`src/rtl/dlfloat16_to_int32.sv`:
```
// DLFloat16 -> signed int32 converter: two-stage valid/ready pipeline (decode, convert).
// Optional macro ROUND_NEAREST_EN selects round-to-nearest-even instead of truncation.
module dlfloat16_to_int32 #(
  parameter logic [3:0] ENA_CODE = 4'b1000
) (
  input  logic        clk,
  input  logic        rst_n,
  input  logic        in_valid,
  output logic        in_ready,
  input  logic [3:0]  ena,
  input  logic [15:0] in_float,
  output logic        out_valid,
  input  logic        out_ready,
  output logic [31:0] int_out,
  output logic [4:0]  exceptions
);

  localparam int EXP_BIAS = 31;

  logic              advance_s;
  logic              in_ready_s;
  logic [5:0]        dec_exp_s;
  logic [8:0]        dec_mant_s;
  logic signed [6:0] dec_e_s;

  logic              s1_valid_r;
  logic              s1_sign_r;
  logic signed [6:0] s1_exp_r;
  logic [9:0]        s1_sig_r;
  logic              s1_zero_r;
  logic              s1_nan_r;
  logic              s1_normal_r;
  logic              s1_hit_r;

  logic [31:0]       mag_s;
  logic [19:0]       ext_s;
  logic              guard_s;
  logic              sticky_s;
  logic              sat_s;
  logic              inv_s;
  logic              ovf_s;
  logic              inexact_s;
  logic              unf_s;
  logic [31:0]       res_s;
  logic [4:0]        flags_s;
`ifdef ROUND_NEAREST_EN
  logic              round_up_s;
`endif

  logic              out_valid_r;
  logic [31:0]       int_out_r;
  logic [4:0]        exc_r;

  assign advance_s  = !out_valid_r || out_ready;
  assign in_ready_s = advance_s || !s1_valid_r;
  assign in_ready   = in_ready_s;

  assign dec_exp_s  = in_float[14:9];
  assign dec_mant_s = in_float[8:0];
  assign dec_e_s    = $signed({1'b0, dec_exp_s}) - $signed(7'(EXP_BIAS));

  // Stage 1: latch decoded operand fields on input transfer
  always_ff @(posedge clk or negedge rst_n) begin
    if (!rst_n) begin
      s1_valid_r  <= 1'b0;
      s1_sign_r   <= 1'b0;
      s1_exp_r    <= 7'sd0;
      s1_sig_r    <= 10'd0;
      s1_zero_r   <= 1'b0;
      s1_nan_r    <= 1'b0;
      s1_normal_r <= 1'b0;
      s1_hit_r    <= 1'b0;
    end else if (in_ready_s) begin
      s1_valid_r <= in_valid;
      if (in_valid) begin
        s1_sign_r   <= in_float[15];
        s1_exp_r    <= dec_e_s;
        s1_sig_r    <= {1'b1, dec_mant_s};
        s1_zero_r   <= (dec_exp_s == 6'd0);
        s1_nan_r    <= (dec_exp_s == 6'd63) && (dec_mant_s == 9'd511);
        s1_normal_r <= (dec_exp_s != 6'd0) &&
                       !((dec_exp_s == 6'd63) && (dec_mant_s == 9'd511));
        s1_hit_r    <= (ena == ENA_CODE);
      end
    end
  end

  // Stage 2 datapath: magnitude, rounding, sign and exception flags
  always_comb begin
    mag_s     = 32'd0;
    ext_s     = 20'd0;
    guard_s   = 1'b0;
    sticky_s  = 1'b0;
    sat_s     = 1'b0;
    inv_s     = 1'b0;
    ovf_s     = 1'b0;
    inexact_s = 1'b0;
    unf_s     = 1'b0;
    res_s     = 32'd0;
    flags_s   = 5'd0;
`ifdef ROUND_NEAREST_EN
    round_up_s = 1'b0;
`endif
    if (s1_zero_r) begin
      mag_s = 32'd0;
    end else if (s1_nan_r) begin
      inv_s = 1'b1;
      sat_s = 1'b1;
    end else if (s1_exp_r >= 7'sd31) begin
      // -2^31 is the one representable value at e=31
      if (s1_sign_r && (s1_exp_r == 7'sd31) && (s1_sig_r[8:0] == 9'd0)) begin
        mag_s = 32'h8000_0000;
      end else begin
        ovf_s = 1'b1;
        sat_s = 1'b1;
      end
    end else if (s1_exp_r >= 7'sd9) begin
      mag_s = {22'd0, s1_sig_r} << (s1_exp_r[4:0] - 5'd9);
    end else if (s1_exp_r >= -7'sd1) begin
      // e=-1 wraps the 5-bit amount to 10, leaving the whole significand as fraction
      ext_s    = {s1_sig_r, 10'd0} >> (5'd9 - s1_exp_r[4:0]);
      guard_s  = ext_s[9];
      sticky_s = |ext_s[8:0];
`ifdef ROUND_NEAREST_EN
      round_up_s = guard_s && (sticky_s || ext_s[10]);
      mag_s      = {22'd0, ext_s[19:10]} + {31'd0, round_up_s};
`else
      mag_s      = {22'd0, ext_s[19:10]};
`endif
    end else begin
      sticky_s = 1'b1;
    end

    inexact_s = guard_s || sticky_s;

    if (sat_s) begin
      res_s = s1_sign_r ? 32'h8000_0000 : 32'h7FFF_FFFF;
    end else begin
      res_s = s1_sign_r ? (32'd0 - mag_s) : mag_s;
    end

    unf_s = s1_normal_r && !sat_s && (res_s == 32'd0);

    if (s1_hit_r) begin
      flags_s = {inv_s, inexact_s, ovf_s, unf_s, 1'b0};
    end else begin
      res_s   = 32'd0;
      flags_s = 5'd0;
    end
  end

  // Stage 2 register: result and flags advance when downstream can take them
  always_ff @(posedge clk or negedge rst_n) begin
    if (!rst_n) begin
      out_valid_r <= 1'b0;
      int_out_r   <= 32'd0;
      exc_r       <= 5'd0;
    end else if (advance_s) begin
      out_valid_r <= s1_valid_r;
      if (s1_valid_r) begin
        int_out_r <= res_s;
        exc_r     <= flags_s;
      end
    end
  end

  assign out_valid  = out_valid_r;
  assign int_out    = int_out_r;
  assign exceptions = exc_r;

endmodule

```
`config.mk`:
```
export PLATFORM = sky130hd
export DESIGN_NAME = dlfloat16_to_int32
export DESIGN_NICKNAME = d
export VERILOG_FILES = /design/src/rtl/dlfloat16_to_int32.sv
export SDC_FILE = /design/constraint.sdc
export NUM_CORES = 1
export LEC_CHECK = 0
export ABC_AREA = 1
export CAP_MARGIN = 20
export CORE_ASPECT_RATIO = 0.9
export CORE_MARGIN = 5
export CORE_UTILIZATION = 35
export DETAILED_ROUTE_END_ITERATION = 7
export SYNTH_ARGS = -nofsm -noshare
export SYNTH_HDL_FRONTEND = slang
export SYNTH_SLANG_ARGS = --single-unit
```
`constraint.sdc`:
```
create_clock -name clk -period 4.3 [get_ports clk]
set_input_delay 0.43 -clock clk [delete_from_list [all_inputs] [get_ports clk]]
set_output_delay 0.43 -clock clk [all_outputs]
set_load 0.02 [all_outputs]
```
Yosys cells after proc, flatten, opt, wreduce, memory -nomap -nowiden. Cells that the tools add are included.

Eq/ne operators: 4. Reduce and logical (&&, ||, !) cells: 20. $add $sub $neg: 4. Order comparisons: 3. Shift-type cells: 2. Mux-type cells: 29.

Operators with widths (count): 2-to-1 mux 32 bit (9); logical NOT 32 bit (1); << shifter 10 x 5 -> 32 bit (1); subtractor 1 x 32 -> 32 bit, first input constant (1); >> shifter 20 x 5 -> 20 bit (1); 2-to-1 mux 1 bit (18); 2-to-1 mux 10 bit (1); equality test 9 bit, second input constant (1); logical NOT 9 bit (1); OR reduction 9 bit (1); equality test 7 x 6 -> 1 bit, second input constant (1); greater-or-equal comparator 7 x 1 -> 1 bit, second input constant (1); greater-or-equal comparator 7 x 5 -> 1 bit, second input constant (1); greater-or-equal comparator 7 x 6 -> 1 bit, second input constant (1); subtractor 6 x 5 -> 7 bit, second input constant (1); equality test 6 bit, second input constant (1); logical AND 1 bit (6); logical NOT 6 bit (1); nonzero test 6 bit (1); 2-to-1 mux 5 bit (1); subtractor 4 x 5 -> 5 bit, first input constant (1); subtractor 5 x 4 -> 5 bit, second input constant (1); equality test 4 bit, second input constant (1); logical NOT 1 bit (4); 2 further kinds (5).

Output and inout port bits: 39. Word-level logic and storage cells: 73. Bits of input ports: 24. Bits in registers: 61.

Longest topological paths before layout. Gate-level depths: netlist (run 1).

Depth in word-level cells: 13. Depth in mapped cells: 29. Mapped depth without buffers: 28.

Worst setup path after synthesis (run 1). OpenSTA, ideal clock, no wires.

Path kind: reg2reg. Start point: register s1_exp_r[1]. End point: register exc_r[1] (netlist: exceptions[1]). Library setup time: 66 ps. Data required time: 4234 ps. Period minus slack after synthesis: 3014 ps. Buffers on the path: 1. Data arrival time: 2948 ps. Cell stages (with the launch flop): 27. Slack: 1286 ps. Cells stage by stage: dfrtp_1 inv_1 buf_2 ha_1 inv_1 o21ai_0 nand2_1 nand2_2 inv_2 nand2_2 nand2_2 nor2_1 nand2_2 ha_1 nand2_1 nand2_1 a21oi_1 nand3_1 a21oi_1 nand3_1 nor2_1 nand3_1 nor2_1 nand2_1 nor2_1 nand2_1 nand2_1.

Cells in the longest elaborated chain, start to end: 13. Elaborated cells on any way between the ends: 28. Those cells by class: add/sub: 3; order compare: 3; eq/ne: 1; shift: 2; mux: 13; reduce/logical: 6.

Ends and longest elaborated chain: from (decl) (RTL line 28) `logic signed [6:0] s1_exp_r;`; from (signal assigned) (RTL line 77) `s1_exp_r <= dec_e_s;`; subtractor 4 x 5 -> 5 bit / equality test 7 x 6 -> 1 bit (equally long branches) (RTL line 121, 111); >> shifter 20 x 5 -> 20 bit / logical AND 1 bit (equally long branches) (RTL line 121, 111); 2-to-1 mux 10 bit / logical AND 1 bit (equally long branches) (RTL line 119, 111); 2-to-1 mux 32 bit, on equally long branches (RTL line 117, 111); 2-to-1 mux 32 bit (RTL line 109) `end else if (s1_exp_r >= 7'sd31) begin`; 2-to-1 mux 32 bit (RTL line 106) `end else if (s1_nan_r) begin`; 2-to-1 mux 32 bit (RTL line 104) `if (s1_zero_r) begin`; subtractor 1 x 32 -> 32 bit (RTL line 139) `res_s = s1_sign_r ? (32'd0 - mag_s) : mag_s;`; 2-to-1 mux 32 bit (RTL line 139); 2-to-1 mux 32 bit (RTL line 136) `if (sat_s) begin`; logical NOT 32 bit (RTL line 142) `unf_s = s1_normal_r && !sat_s && (res_s == 32'd0);`; logical AND 1 bit (*) (RTL line 142); 2-to-1 mux 5 bit (*) (RTL line 144) `if (s1_hit_r) begin`; to (signal assigned) (RTL line 162) `exc_r <= flags_s;`; to (decl) (RTL line 52) `logic [4:0] exc_r;`.

Mark *: on every way between the ends. The rest lies on a longest branch, timed or not. A chain may end at the register's enable or synchronous reset.

Final worst setup path (run 1). Ends and elaborated chain as after synthesis.

==> flow_summary.toml, run 1 <==
[power]
power.density_nw_per_um2 = 512
clockPowerShare_pct = 21.6
switchingPower_w = 0.00166
intPower_w = 0.00170
pwr-share-comb_pct = 58.4
switching_share_pct = 49.3
vdd_drop_max_mv = 0.222
p_leak_nw = 3.40
seq_power_share_pct = 20.0

[cts]
clkLatencyLatePin_ps = 340
cts_num_sinks = 60
cts_resized = 0
holdBufCountCts = 0
numCtsBuffers = 9
htreeDepth = 3
post_cts_buffers = 0
cts.root.buffer_cell = "clkbuf_16"
clk_path_buf_depth = 2
path_clk_slew_ps = 50
cts_tree = "built"

[global_route]
grt_usage_pct = 20.1
grt_pass1_vias = 5854
grt_max_degree = 41
overflow = 0
antenna_found_initial = 0
grt_pass1_wl_um = 29500

[setup_path]
crit_top_cell = "nor2_1"
crit_arrival_ps = 4040
rr_endpoint = "exceptions[1]$_DFFE_PN0P_"
rrSetupSlack_ps = 540
crit_slowest_cell = "dfrtp_1"
r2r_cells = 24
max_stage_delay_ps = 580
critPathKind = "reg -> reg"
path_cells = "inv_1 > ha_1 > nand2_1 > nand2_2 > nand2_2 > inv_2 > nor2_1 > nor2_1 > nor2_1 > nand2_2 > ha_1 > nor2_1 > nand3_1 > nand3_1 > nand3_1 > a21oi_1 > nand3_1 > nor2_1 > nand3_1 > nor2_1 > nand2_1 > nor2_1 > nand2_1 > nand2_1"
end_kind = "flop"
r2r_start = "s1_exp_r[1]$_DFFE_PN0P_"
cp_max_fo = 14
worst_ep_required_time_ps = 4570
worstSetupStartpointType = "flop"

[timing]
worst_pin_slew_ps = 706
skew_ps = 8.04
maxSlewHeadroom_pct = 52.8
timing.setup.tns_ps = 0
finalSetupViolations = 0
fin_crit_sh_pct = 87.5
fmax_mhz = 266
hold_viol = 0
rsz0062_at_grt = "false"
finalCriticalPeriod_ps = 3760
setup_ws_ps = 537
slew_viol_final = 0

[synthesis]
synth-main-ff-cell = "dfrtp_1"
ys_seq_area_share_pct = 27.5
syn_area_per_cell_sq_um = 6.10
yosysUniqueCellTypes = 46
syn_area_sq_um = 5460
yosysWarnings = 0
synth_area_leaders = "dfrtp_1, nand2_1, nand3_1"
synthArstFlopShare_pct = 100
ys_ff_latch = 60
syn_inst = 895
synth_edf_count = 0
synth_area_leader_cell = "dfrtp_1"
syn-num-nets = 927
netlist.area_leader.share_pct = 27.5

[cells_and_area]
antenna_cells = 0
final_layout_size_suffix_gt1_share_pct = 9.83
nets = 984
layout_commonest_cell = "nand2_1"
area_delta_synth_final_pct = 20.3
final_cell_mix = "nand2_1, nand3_1, nor2_1"

[drt]
viasPerCell = 5.28
route.detailed.drc = 0
ant_nets = 0
firstDrtPassIters = 5
via_count = 6119
drtIter0Drc = 566
routed_wl_um = 17600
drt-wirelength-per-cell_um = 15.2

[die]
coreArea_sq_um = 15300
dieArea_sq_um = 18200
io_pins = 63
fp-row-count = 43
die_width_um = 142
start_util_pct = 35.6
die_height_um = 128

[place]
pre_cts_slack_ps = 656
port_buffers = 61
gp_routability_congestion = 0.943
hpwlAfterDp_um = 14000

[hold_path]
worstHoldPathType = "in -> async"

[outcome]
outcome = "finished, final reports clean"

[flow_run]
max-cap-violations = 0
==> cells by family after synthesis <==
kind of cell	count (synthesis)	share of synthesized area, %
DFF	60	27.5
adders and majority gates	8	1.83
other	1	0.0687
buffers and inverters	110	8.53
xor gates and xnor gates	7	1.12
and+or+nand+nor	597	48.4
AOI/OAI and AO/OA	112	12.5
==> how the worst max path moves through the flow <==
stage | start | end | slack, ps | depth (start not counted)
global route | s1_exp_r[1]$_DFFE_PN0P_ | exceptions[1]$_DFFE_PN0P_ | 90 | 26
detailed placement | s1_exp_r[1]$_DFFE_PN0P_ | exceptions[1]$_DFFE_PN0P_ | 660 | 26
global placement | s1_exp_r[1]$_DFFE_PN0P_ | exceptions[1]$_DFFE_PN0P_ | 680 | 26
CTS | s1_exp_r[1]$_DFFE_PN0P_ | exceptions[1]$_DFFE_PN0P_ | 630 | 26
floorplan | s1_exp_r[1]$_DFFE_PN0P_ | exceptions[1]$_DFFE_PN0P_ | 1290 | 26
finish | s1_exp_r[1]$_DFFE_PN0P_ | exceptions[1]$_DFFE_PN0P_ | 540 | 24
==> cells in the mapped netlist, types with 6 or more instances <==
library cell	number
a21oi_1	19
a22o_1	8
buf_2	6
buf_4	6
clkbuf_1	14
dfrtp_1	60
ha_1	8
inv_1	64
inv_2	13
nand2_1	294
nand2_2	24
nand3_1	143
nand4_1	13
nor2_1	88
nor2_2	7
nor3_1	6
o21ai_0	45
o21ai_1	13
==> critical path: cells and delay by family, from the launching register on <==
kind	cells	cell delay (ps)
AND/OR/NAND/NOR	19	2090
adder cells (fa/ha/maj)	2	530
AO/OA/AOI/OAI	1	160
flip-flops	1	580
buffers and inverters	2	340
==> flip-flops by register name, summed over array words and instances, names as in the netlist <==
name	cells
s1_normal_r	1
int_out	32
s1_nan_r	1
s1_exp_r	7
s1_zero_r	1
s1_hit_r	1
s1_sig_r	10
s1_valid_r	1
out_valid	1
s1_sign_r	1
exceptions	4
==> cell type report <==
class	instances	area, sq um
clock buffer	11	243
clock inverter	4	50.0
fill	1678	8770
inverter	78	293
multi-input combinational	725	3490
sequential	60	1500
tap	202	253
timing repair buffer	78	733
==> metal layers <==
metal	part of all wire [%]	routed length (um)	up-vias	track usage (%)
li1	-	-	3059	-
met2	44	7740	206	31.6
met1	48	8490	2825	28.2
met3	6.0	1060	29	3.79
met4	1.8	320	0	5.76
met5	0	0	-	0
==> per-stage QoR <==
| step | power, W | area (sq um) | hold WS [ps] | utilization (%) | std cells |
|---|---|---|---|---|---|
| 6_report | 0.00336 | 6560 | 108 | 42.8 | 1158 |
| 3_5_place_dp | 0.00260 | 6270 | 466 | 40.9 | 1143 |
| 4_1_cts | 0.00335 | 6560 | 138 | 42.8 | 1158 |
| 2_1_floorplan | 0.00209 | 5460 | 134 | - | 895 |
| 5_1_grt | 0.00366 | 6560 | 171 | 42.8 | 1158 |
| 3_3_place_gp | 0.00261 | 6270 | 463 | 40.9 | 1143 |
==> power groups by stage <==
stage	registers, W	logic [W]	clock network [W]
floorplan	0.000694	0.00140	0
global placement	0.000682	0.00192	0
detailed placement	0.000683	0.00192	0
CTS	0.000674	0.00193	0.000744
global route	0.000684	0.00221	0.000764
finish	0.000673	0.00196	0.000727
(Power assumes the default switching activity.)
==> run 2, diff against run 1 <==
- ABC_AREA: 1 -> unset
- CORE_MARGIN: 5 -> unset
==> run 2 against run 1 <==
Compared with the run above: critical path depth decreased by 8; non-clock buffer count increased by 93; power increased by 32%; critical endpoint unchanged; area after synthesis increased by 13%.
==> flow_summary.toml, run 2 <==
[setup_path]
cp_max_fo = 8
r2r_cells = 16
worst_ep_required_time_ps = 4550
worstSetupStartpointType = "flop"
rr_endpoint = "exceptions[1]$_DFFE_PN0P_"
startpoint = "s1_exp_r[1]$_DFFE_PN0P_"
critPathKind = "reg -> reg"
endpoint = "exceptions[1]$_DFFE_PN0P_"
crit_arrival_ps = 4400
rrSetupSlack_ps = 150
end_kind = "flop"
r2r_start = "s1_exp_r[1]$_DFFE_PN0P_"

[drt]
ant_nets = 0
viasPerCell = 5.90
drtIter0Drc = 748
firstDrtPassIters = 6
route.detailed.drc = 0
routed_wl_um = 21600
drt-wirelength-per-cell_um = 19.1
via_count = 6666

[die]
start_util_pct = 36.2
fp-row-count = 45
io_pins = 63
die_height_um = 128
dieArea_sq_um = 18200
coreArea_sq_um = 17100
die_width_um = 142

[timing]
fin_crit_sh_pct = 96.4
hold_viol = 0
holdWs_ps = 57.0
skew_ps = 6.06
worst_pin_slew_ps = 597
fmax_mhz = 241
finalCriticalPeriod_ps = 4150
maxSlewHeadroom_pct = 59.8
finalSetupViolations = 0
slew_viol_final = 0

[cts]
clkLatencyLatePin_ps = 350
path_clk_slew_ps = 60
cts.root.buffer_cell = "clkbuf_16"
numCtsBuffers = 9
htreeDepth = 3
cts_tree = "built"
cts_num_sinks = 60
clk_path_buf_depth = 2

[synthesis]
synth-main-ff-cell = "dfrtp_1"
synth_edf_count = 0
synth_compound_area_share_pct = 28.7
synth_area_leaders = "dfrtp_1, nand2_1, o21ai_0"
yosysUniqueCellTypes = 96
syn_area_sq_um = 6170
synthSimpleGateAreaFrac_pct = 24.9
netlist.area_leader.share_pct = 24.3
synthXorXnorAreaFrac_pct = 4.38
syn_inst = 769
synth.top_cells.by_count = "nand2_1, nor2_1, dfrtp_1, o21ai_0, a21oi_1"
syn-num-nets = 801
syn_area_per_cell_sq_um = 8.02
ys_ff_latch = 60
synth_top_family_by_area = "compound AO/OA/AOI/OAI gates"
ys_seq_area_share_pct = 24.3
synth_fa_ha_area_share_pct = 1.62
synthMuxAreaShare_pct = 10.7
yosysMostFrequentCell = "nand2_1"
synth_area_leader_cell = "dfrtp_1"
synthArstFlopShare_pct = 100
yosysWarnings = 0

[cells_and_area]
antenna_cells = 0
layout_commonest_cell = "buf_4"
final_core_util_pct = 47.6
largest_reg_flops = 32
fill_cells = 1677
final_cell_mix = "buf_4, nand2_1, dfrtp_1, clkdlybuf4s50_1, nor2_1"
final_layout_size_suffix_gt1_share_pct = 23.8
nets = 922
area_delta_synth_final_pct = 31.8

[global_route]
grt_usage_pct = 24.9
grt_pass1_vias = 6253
grt_pass1_wl_um = 34700
antenna_found_initial = 0
overflow = 0
grt_max_degree = 41

[place]
gp_routability_congestion = 0.954
hpwlAfterDp_um = 16500
port_buffers = 61

[outcome]
outcome = "finished, final reports clean"

[power]
pwr-share-comb_pct = 65.9
intPower_w = 0.00240
seq_power_share_pct = 15.4
p_leak_nw = 3.34
clockPowerShare_pct = 18.7
power.density_nw_per_um2 = 544
switching_share_pct = 45.8
switchingPower_w = 0.00203
vdd_drop_max_mv = 0.231

[hold_path]
worstHoldPathType = "in -> async"

[flow_run]
max-cap-violations = 0
run 2: cell types whose count changed after synthesis, moves of 13 or more:
cell and change:
nand2b_1 +14, clkbuf_1 +20, nand3_1 -121, nand2_1 -192, a21o_1 +14, mux2_2 +21, nand2_2 -23, inv_1 -57
nor3_1 +18, a21oi_1 +27, xnor2_1 +14, nor2_1 -26, mux2i_1 +22, inv_2 -13
run 2: through the flow:
stage	TNS, ps	setup slack [ps]	power, W	area [sq um]	std cells
2_1_floorplan	0	1.72	0.00244	6200	769
3_3_place_gp	-149	-149	0.00341	7550	1105
3_5_place_dp	-130	-130	0.00340	7550	1105
4_1_cts	0	8.12	0.00429	7950	1123
5_1_grt	-20.1	-20.1	0.00470	8130	1130
6_report	0	154	0.00443	8130	1130
run 2: worst min-delay path by stage:
stage / to / cells past startpoint / startpoint / slack (ps)
6_report: s1_exp_r[3]$_DFFE_PN0P_ / 1 / rst_n / 60
4_1_cts: s1_exp_r[1]$_DFFE_PN0P_ / 1 / rst_n / 70
3_3_place_gp: s1_sig_r[4]$_DFFE_PN0P_ / 1 / rst_n / 440
2_1_floorplan: exceptions[1]$_DFFE_PN0P_ / 0 / rst_n / 130
3_5_place_dp: s1_sig_r[4]$_DFFE_PN0P_ / 1 / rst_n / 450
5_1_grt: s1_sig_r[4]$_DFFE_PN0P_ / 1 / rst_n / 100
run 2: critical path, cell delays in order (launching register included):
cell and delay [ps]:
dfrtp_1 390, inv_2 100, ha_4 330, or2_2 160, o22ai_1 80, or3_1 430, o2111a_2 300, nor2_2 110
ha_2 180, and3_4 200, nand2_4 90, or3_4 410, xnor2_1 130, o31ai_1 190, a32oi_1 90, or4_1 560
o41ai_2 290
run 2: cell type report:
class,count,area [sq um],area share (%)
Inverter,9,33.8,0.416
Clock inverter,7,98.8,1.22
Sequential cell,60,1500,18.5
Multi-Input combinational cell,639,4490,55.2
Clock buffer,9,225,2.77
Timing Repair Buffer,171,1490,18.3
Tap cell,235,294,3.62
run 2: power groups by stage:
| stage | clock network (W) | logic [W] | registers, W |
|---|---|---|---|
| 6_report | 0.000828 | 0.00292 | 0.000681 |
| 5_1_grt | 0.000862 | 0.00315 | 0.000688 |
| 4_1_cts | 0.000838 | 0.00277 | 0.000677 |
| 3_5_place_dp | 0 | 0.00271 | 0.000686 |
| 3_3_place_gp | 0 | 0.00272 | 0.000686 |
| 2_1_floorplan | 0 | 0.00177 | 0.000670 |
run 2: layer usage:
metal / GRT usage (%) / up-vias / share of wire (%)
met1: 36.0 / 3205 / 47
li1: - / 3160 / -
met3: 4.78 / 35 / 7.1
met4: 8.35 / 0 / 2.1
met2: 37.0 / 266 / 44
met5: 0 / - / 0
run 2: cells by family (layout without fill, tap and decap cells):
family                   after synthesis  after routing
AND/OR/NAND/NOR                      303            303
AO/OA/AOI/OAI                        248            248
buffers and inverters                 70            196
flip-flops                            60             60
multiplexers                          52             52
XOR/XNOR                              27             27
adder cells (fa/ha/maj)                8              8
other                                  1              1
run 2: repair_timing:
item                                   CTS  global route
gates cloned                             0             1
setup endpoints to repair                1             1
gates resized for setup                  9            20
pin swaps                                2             5
hold buffers                             0             0
endpoints found under the hold margin    0             0
buffers inserted                         2             5
==> patch 1: new RTL, config.mk and constraints of run 2 <==
Build with the macro `ROUND_NEAREST_EN` defined.
--- a/src/rtl/dlfloat16_to_int32.sv
+++ b/src/rtl/dlfloat16_to_int32.sv
@@ -1,5 +1,7 @@
 // DLFloat16 -> signed int32 converter: two-stage valid/ready pipeline (decode, convert).
 // Optional macro ROUND_NEAREST_EN selects round-to-nearest-even instead of truncation.
+`define ROUND_NEAREST_EN
+
 module dlfloat16_to_int32 #(
   parameter logic [3:0] ENA_CODE = 4'b1000
 ) (
Formal check against the unedited RTL: not equivalent (Yosys sat finds a counterexample within 4 cycles, from zero or initial values and one cycle with rst_n low).
==> patch 1 against run 2 <==
The run now ends with setup timing left; non-clock buffer count is 187 higher; setup slack worse by 0.64 ns; cell count is 25% higher; global-route usage grew 2.0 points; sequential power down 3.4%; area after synthesis rose by 12%; power is 32% higher; final area is 29% higher; wire length increased by 24%; sequential cell count is the same; synthesized cell count up 12%; via count increased by 22%; critical path depth is 4 higher; critical path type unchanged; largest cell class unchanged; highest routed layer unchanged.
==> patch 1: results (changes against run 2) <==
Clock buffer cells: 10 (was 9)
GRT Overall Usage: 26.9% (was 24.9%)
Antenna diodes: 0 (unchanged)
Fillers: 1803 (was 1677)
buffering overhead: 27.5% (was 18.3%)
final non-filler cell total: 1418 (was 1130)
xor/xnor cell area share of the yosys netlist: 2.64% (was 4.38%)
Non-clock buffers: 358 (was 171)
Peak VDD IR: 224 µV (was 231 µV)
share of layout cells above drive strength 1: 39.6% (was 23.8%)
fin worst setup slack: -0.486 ns (was 0.154 ns)
final setup violation count: 17 (was 0)
placed instance count: 1391 (was 1105)
ClkCell Share: 3.04% (was 3.99%)
Starting DRT DRC Count: 601 (was 748)
synth top area cells: dfrtp_1, nand2_1, mux2i_1, o21ai_0, mux2_2 (was dfrtp_1, nand2_1, o21ai_0, mux2_2, nor2_1)
via count of the first global-routing pass: 7724 (was 6253)
largest net degree at the start of global routing: 48 (was 41)
met2 global-route usage: 41.6% (was 37.0%)
Yosys cell types: 118 (was 96)
sequential fraction of total cell area: 14.4% (was 18.5%)
DR WL met2: 11800 µm (was 9460 µm)
Seq cells: 60 (unchanged)
fin nets: 1196 (was 922)
first-pass GRT wire length: 42100 µm (was 34700 µm)
Seq/Total Area, Yosys: 21.7% (was 24.3%)
Seq. pwr: 0.658 mW (was 0.681 mW)
Synth Area in Adders: 1.63% (was 1.62%)
Syn Area/Cell: 8.00 µm² (was 8.02 µm²)
first drt pass iteration count: 7 (was 6)
M3 GR Usage: 4.65% (was 4.78%)
failing checks: setup timing
Internal: 3.29 mW (was 2.40 mW)
multi-input gate share of the layout cell area: 51.5% (was 55.2%)
Slew HR: 32.0% (was 59.8%)
M1 WL: 12600 µm (was 10200 µm)
status: finished with violations (was complete, no violations)
grt met1 use: 38.2% (was 36.0%)
mux cell area share after synthesis: 11.8% (was 10.7%)
Place WS: -0.534 ns (was -0.130 ns)
post-synthesis compound-gate area fraction: 27.7% (was 28.7%)
patch 1: per-stage QoR:
stage	cell area, µm²	power (mW)	hold slack [ns]	utilization (%)	TNS (ns)
2_1_floorplan	7120	2.84	0.134	-	-1.49
3_3_place_gp	9690	4.53	0.461	50.3	-2.24
3_5_place_dp	9690	4.54	0.465	50.3	-2.52
4_1_cts	10200	5.54	0.179	52.8	-3.07
5_1_grt	10500	6.19	0.201	54.3	-6.93
6_report	10500	5.86	0.136	54.3	-2.80
patch 1: how the worst min path moves through the flow:
stage,cells past startpoint,endpoint,from
2_1_floorplan,0,exceptions[1]$_DFFE_PN0P_,rst_n
3_3_place_gp,1,int_out[5]$_DFFE_PN0P_,int_out[5]$_DFFE_PN0P_
3_5_place_dp,1,int_out[5]$_DFFE_PN0P_,int_out[5]$_DFFE_PN0P_
4_1_cts,1,s1_sig_r[9]$_DFFE_PN0P_,rst_n
5_1_grt,1,s1_sig_r[9]$_DFFE_PN0P_,rst_n
6_report,1,s1_sig_r[9]$_DFFE_PN0P_,rst_n
==> patch 2: new RTL, flow settings as in run 2 <==
Without the edit above. Make the reset (`rst_n`) synchronous in 2 clocked blocks.
--- a/src/rtl/dlfloat16_to_int32.sv
+++ b/src/rtl/dlfloat16_to_int32.sv
@@ -60,7 +60,7 @@
   assign dec_e_s    = $signed({1'b0, dec_exp_s}) - $signed(7'(EXP_BIAS));
 
   // Stage 1: latch decoded operand fields on input transfer
-  always_ff @(posedge clk or negedge rst_n) begin
+  always_ff @(posedge clk) begin
     if (!rst_n) begin
       s1_valid_r  <= 1'b0;
       s1_sign_r   <= 1'b0;
@@ -150,7 +150,7 @@
   end
 
   // Stage 2 register: result and flags advance when downstream can take them
-  always_ff @(posedge clk or negedge rst_n) begin
+  always_ff @(posedge clk) begin
     if (!rst_n) begin
       out_valid_r <= 1'b0;
       int_out_r   <= 32'd0;
Function: differs if rst_n is asserted again (counterexample within 4 cycles, from zero or initial values and one cycle with rst_n low); with rst_n held inactive, the same outputs for 4 cycles.
==> patch 2 against run 2 <==
Hold slack gained 0.40 ns; area after synthesis increased by 3.8%; final area increased by 0.42%; wire length grew 3.5%; setup slack better by 0.066 ns; utilization decreased by 1.8 points; critical path type unchanged; sequential cell count unchanged; synthesized cell count is 11% higher.
Power is not compared: it rests on default switching activity, and its combinational part moved more than twofold at a synthesized area within 25%.
==> patch 2: results (changes against run 2) <==
CP Max Fanout: 18 (was 8)
Avg Vias per Cell: 6.03 (was 5.90)
worst-skew pair later-pin latency: 0.34 ns
M3 GR Usage: 3.45% (was 4.78%)
hold_sp: int_out[11]$_SDFFE_PN0P_
worst min-delay path class: reg -> reg (was in -> async)
CP peak stage delay: 0.51 ns (was 0.56 ns)
Post-synth top cells: nand2_1, dfxtp_1, a21oi_1, clkbuf_1, nor2_1 (was nand2_1, nor2_1, dfrtp_1, o21ai_0, a21oi_1)
Syn Nets: 886 (was 801)
Worst R2R Start: s1_exp_r[1]$_SDFFE_PN0P_ (was s1_exp_r[1]$_DFFE_PN0P_)
DP Area: 7710 µm² (was 7550 µm²)
fin nets: 981 (was 922)
WL/cell: 18.8 µm (was 19.1 µm)
CP max-delay cell: xnor2_4 (was or4_1)
GP Congestion: 0.966 (was 0.954)
Seq/Total Area, Yosys: 18.8% (was 24.3%)
PortBufs: 61 (unchanged)
Place WS: 0.0126 ns (was -0.130 ns)
grt met1 use: 34.8% (was 36.0%)
Starting DRT DRC Count: 775 (was 748)
synth top area cells: dfxtp_1, nand2_1, mux2i_1, a21oi_1, a21boi_0 (was dfrtp_1, nand2_1, o21ai_0, mux2_2, nor2_1)
Peak VDD IR: 185 µV
hold path endpoint: int_out[11]$_SDFFE_PN0P_
Final Skew: 0.00848 ns (was 0.00606 ns)
GRT Overall Usage: 24.5% (was 24.9%)
worst hold margin: 0.459 ns (was 0.0570 ns)
FFs w/ async S/R, synth: 0% (was 100%)
Slew HR: 44.6% (was 59.8%)
first drt pass iteration count: 6 (unchanged)
antenna violations before repair: 0 (unchanged)
number of CTS-inserted buffers: 9 (unchanged)
Fillers: 1797 (was 1677)
Max Fclk: 245 MHz (was 241 MHz)
first-pass GRT wire length: 35600 µm (was 34700 µm)
R2R cell count: 16 (unchanged)
r2r endpoint: exceptions[1]$_SDFFE_PN0P_ (was exceptions[1]$_DFFE_PN0P_)
status: complete, no violations (unchanged)
DP HPWL: 17000 µm (was 16500 µm)
largest net degree at the start of global routing: 61 (was 41)
CP endpoint: exceptions[1]$_SDFFE_PN0P_ (was exceptions[1]$_DFFE_PN0P_)
share of layout cells above drive strength 1: 20.1% (was 23.8%)
Synth Flop Type: dfxtp_1 (was dfrtp_1)
P_leak: 3.01 nW
met2 global-route usage: 37.6% (was 37.0%)
utilization after layout: 45.9% (was 47.6%)
via count of the first global-routing pass: 6534 (was 6253)
## patch 2: what timing repair did
action / in CTS / in global routing
cloned: 0 / 0
resized for setup: 2 / 27
setup endpoints to repair: 1 / 9
hold buffers: 0 / 0
pin swaps: 0 / 9
setup buffers: 0 / 3
## patch 2: layout make-up
type / count / area share [%]
Sequential cell: 60 / 14.8
Tap cell: 240 / 3.68
Timing Repair Buffer: 157 / 16.7
Inverter: 14 / 0.690
Multi-Input combinational cell: 707 / 60.9
Clock inverter: 6 / 0.506
Clock buffer: 9 / 2.76
## patch 2: power by group
group / internal (mW) / total [mW] / switching [mW]
clock network: 0.386 / 0.664 / 0.278
logic: 0.500 / 1.18 / 0.681
registers: 0.570 / 0.596 / 0.0262
total: 1.46 / 2.44 / 0.985
## patch 2: cells by family (layout without fill, tap and decap cells)
| group | after synthesis | in the layout | share of synthesized area [%] |
|---|---|---|---|
| buf+inv | 87 | 186 | 6.17 |
| mux | 52 | 52 | 10.1 |
| flops | 60 | 60 | 18.8 |
| simple gates | 361 | 361 | 29.8 |
| xor+xnor | 16 | 16 | 2.72 |
| other cells | 1 | 1 | 0.0586 |
| compound gates | 269 | 269 | 30.9 |
| fa+ha+maj | 8 | 8 | 1.56 |
## patch 2: stage by stage
| step | setup TNS (ns) | cells |
|---|---|---|
| after floorplan | 0 | 854 |
| after CTS | 0 | 1190 |
| after global routing | -0.0240 | 1193 |
| final | 0 | 1193 |
| after detailed placement | 0 | 1175 |
| after global placement | 0 | 1175 |
## patch 2: layer usage
layer / share of wire [%] / vias up
met1: 47 / 3391
met3: 7.1 / 43
met5: 0 / -
met2: 44 / 328
met4: 2.1 / 0
li1: - / 3433
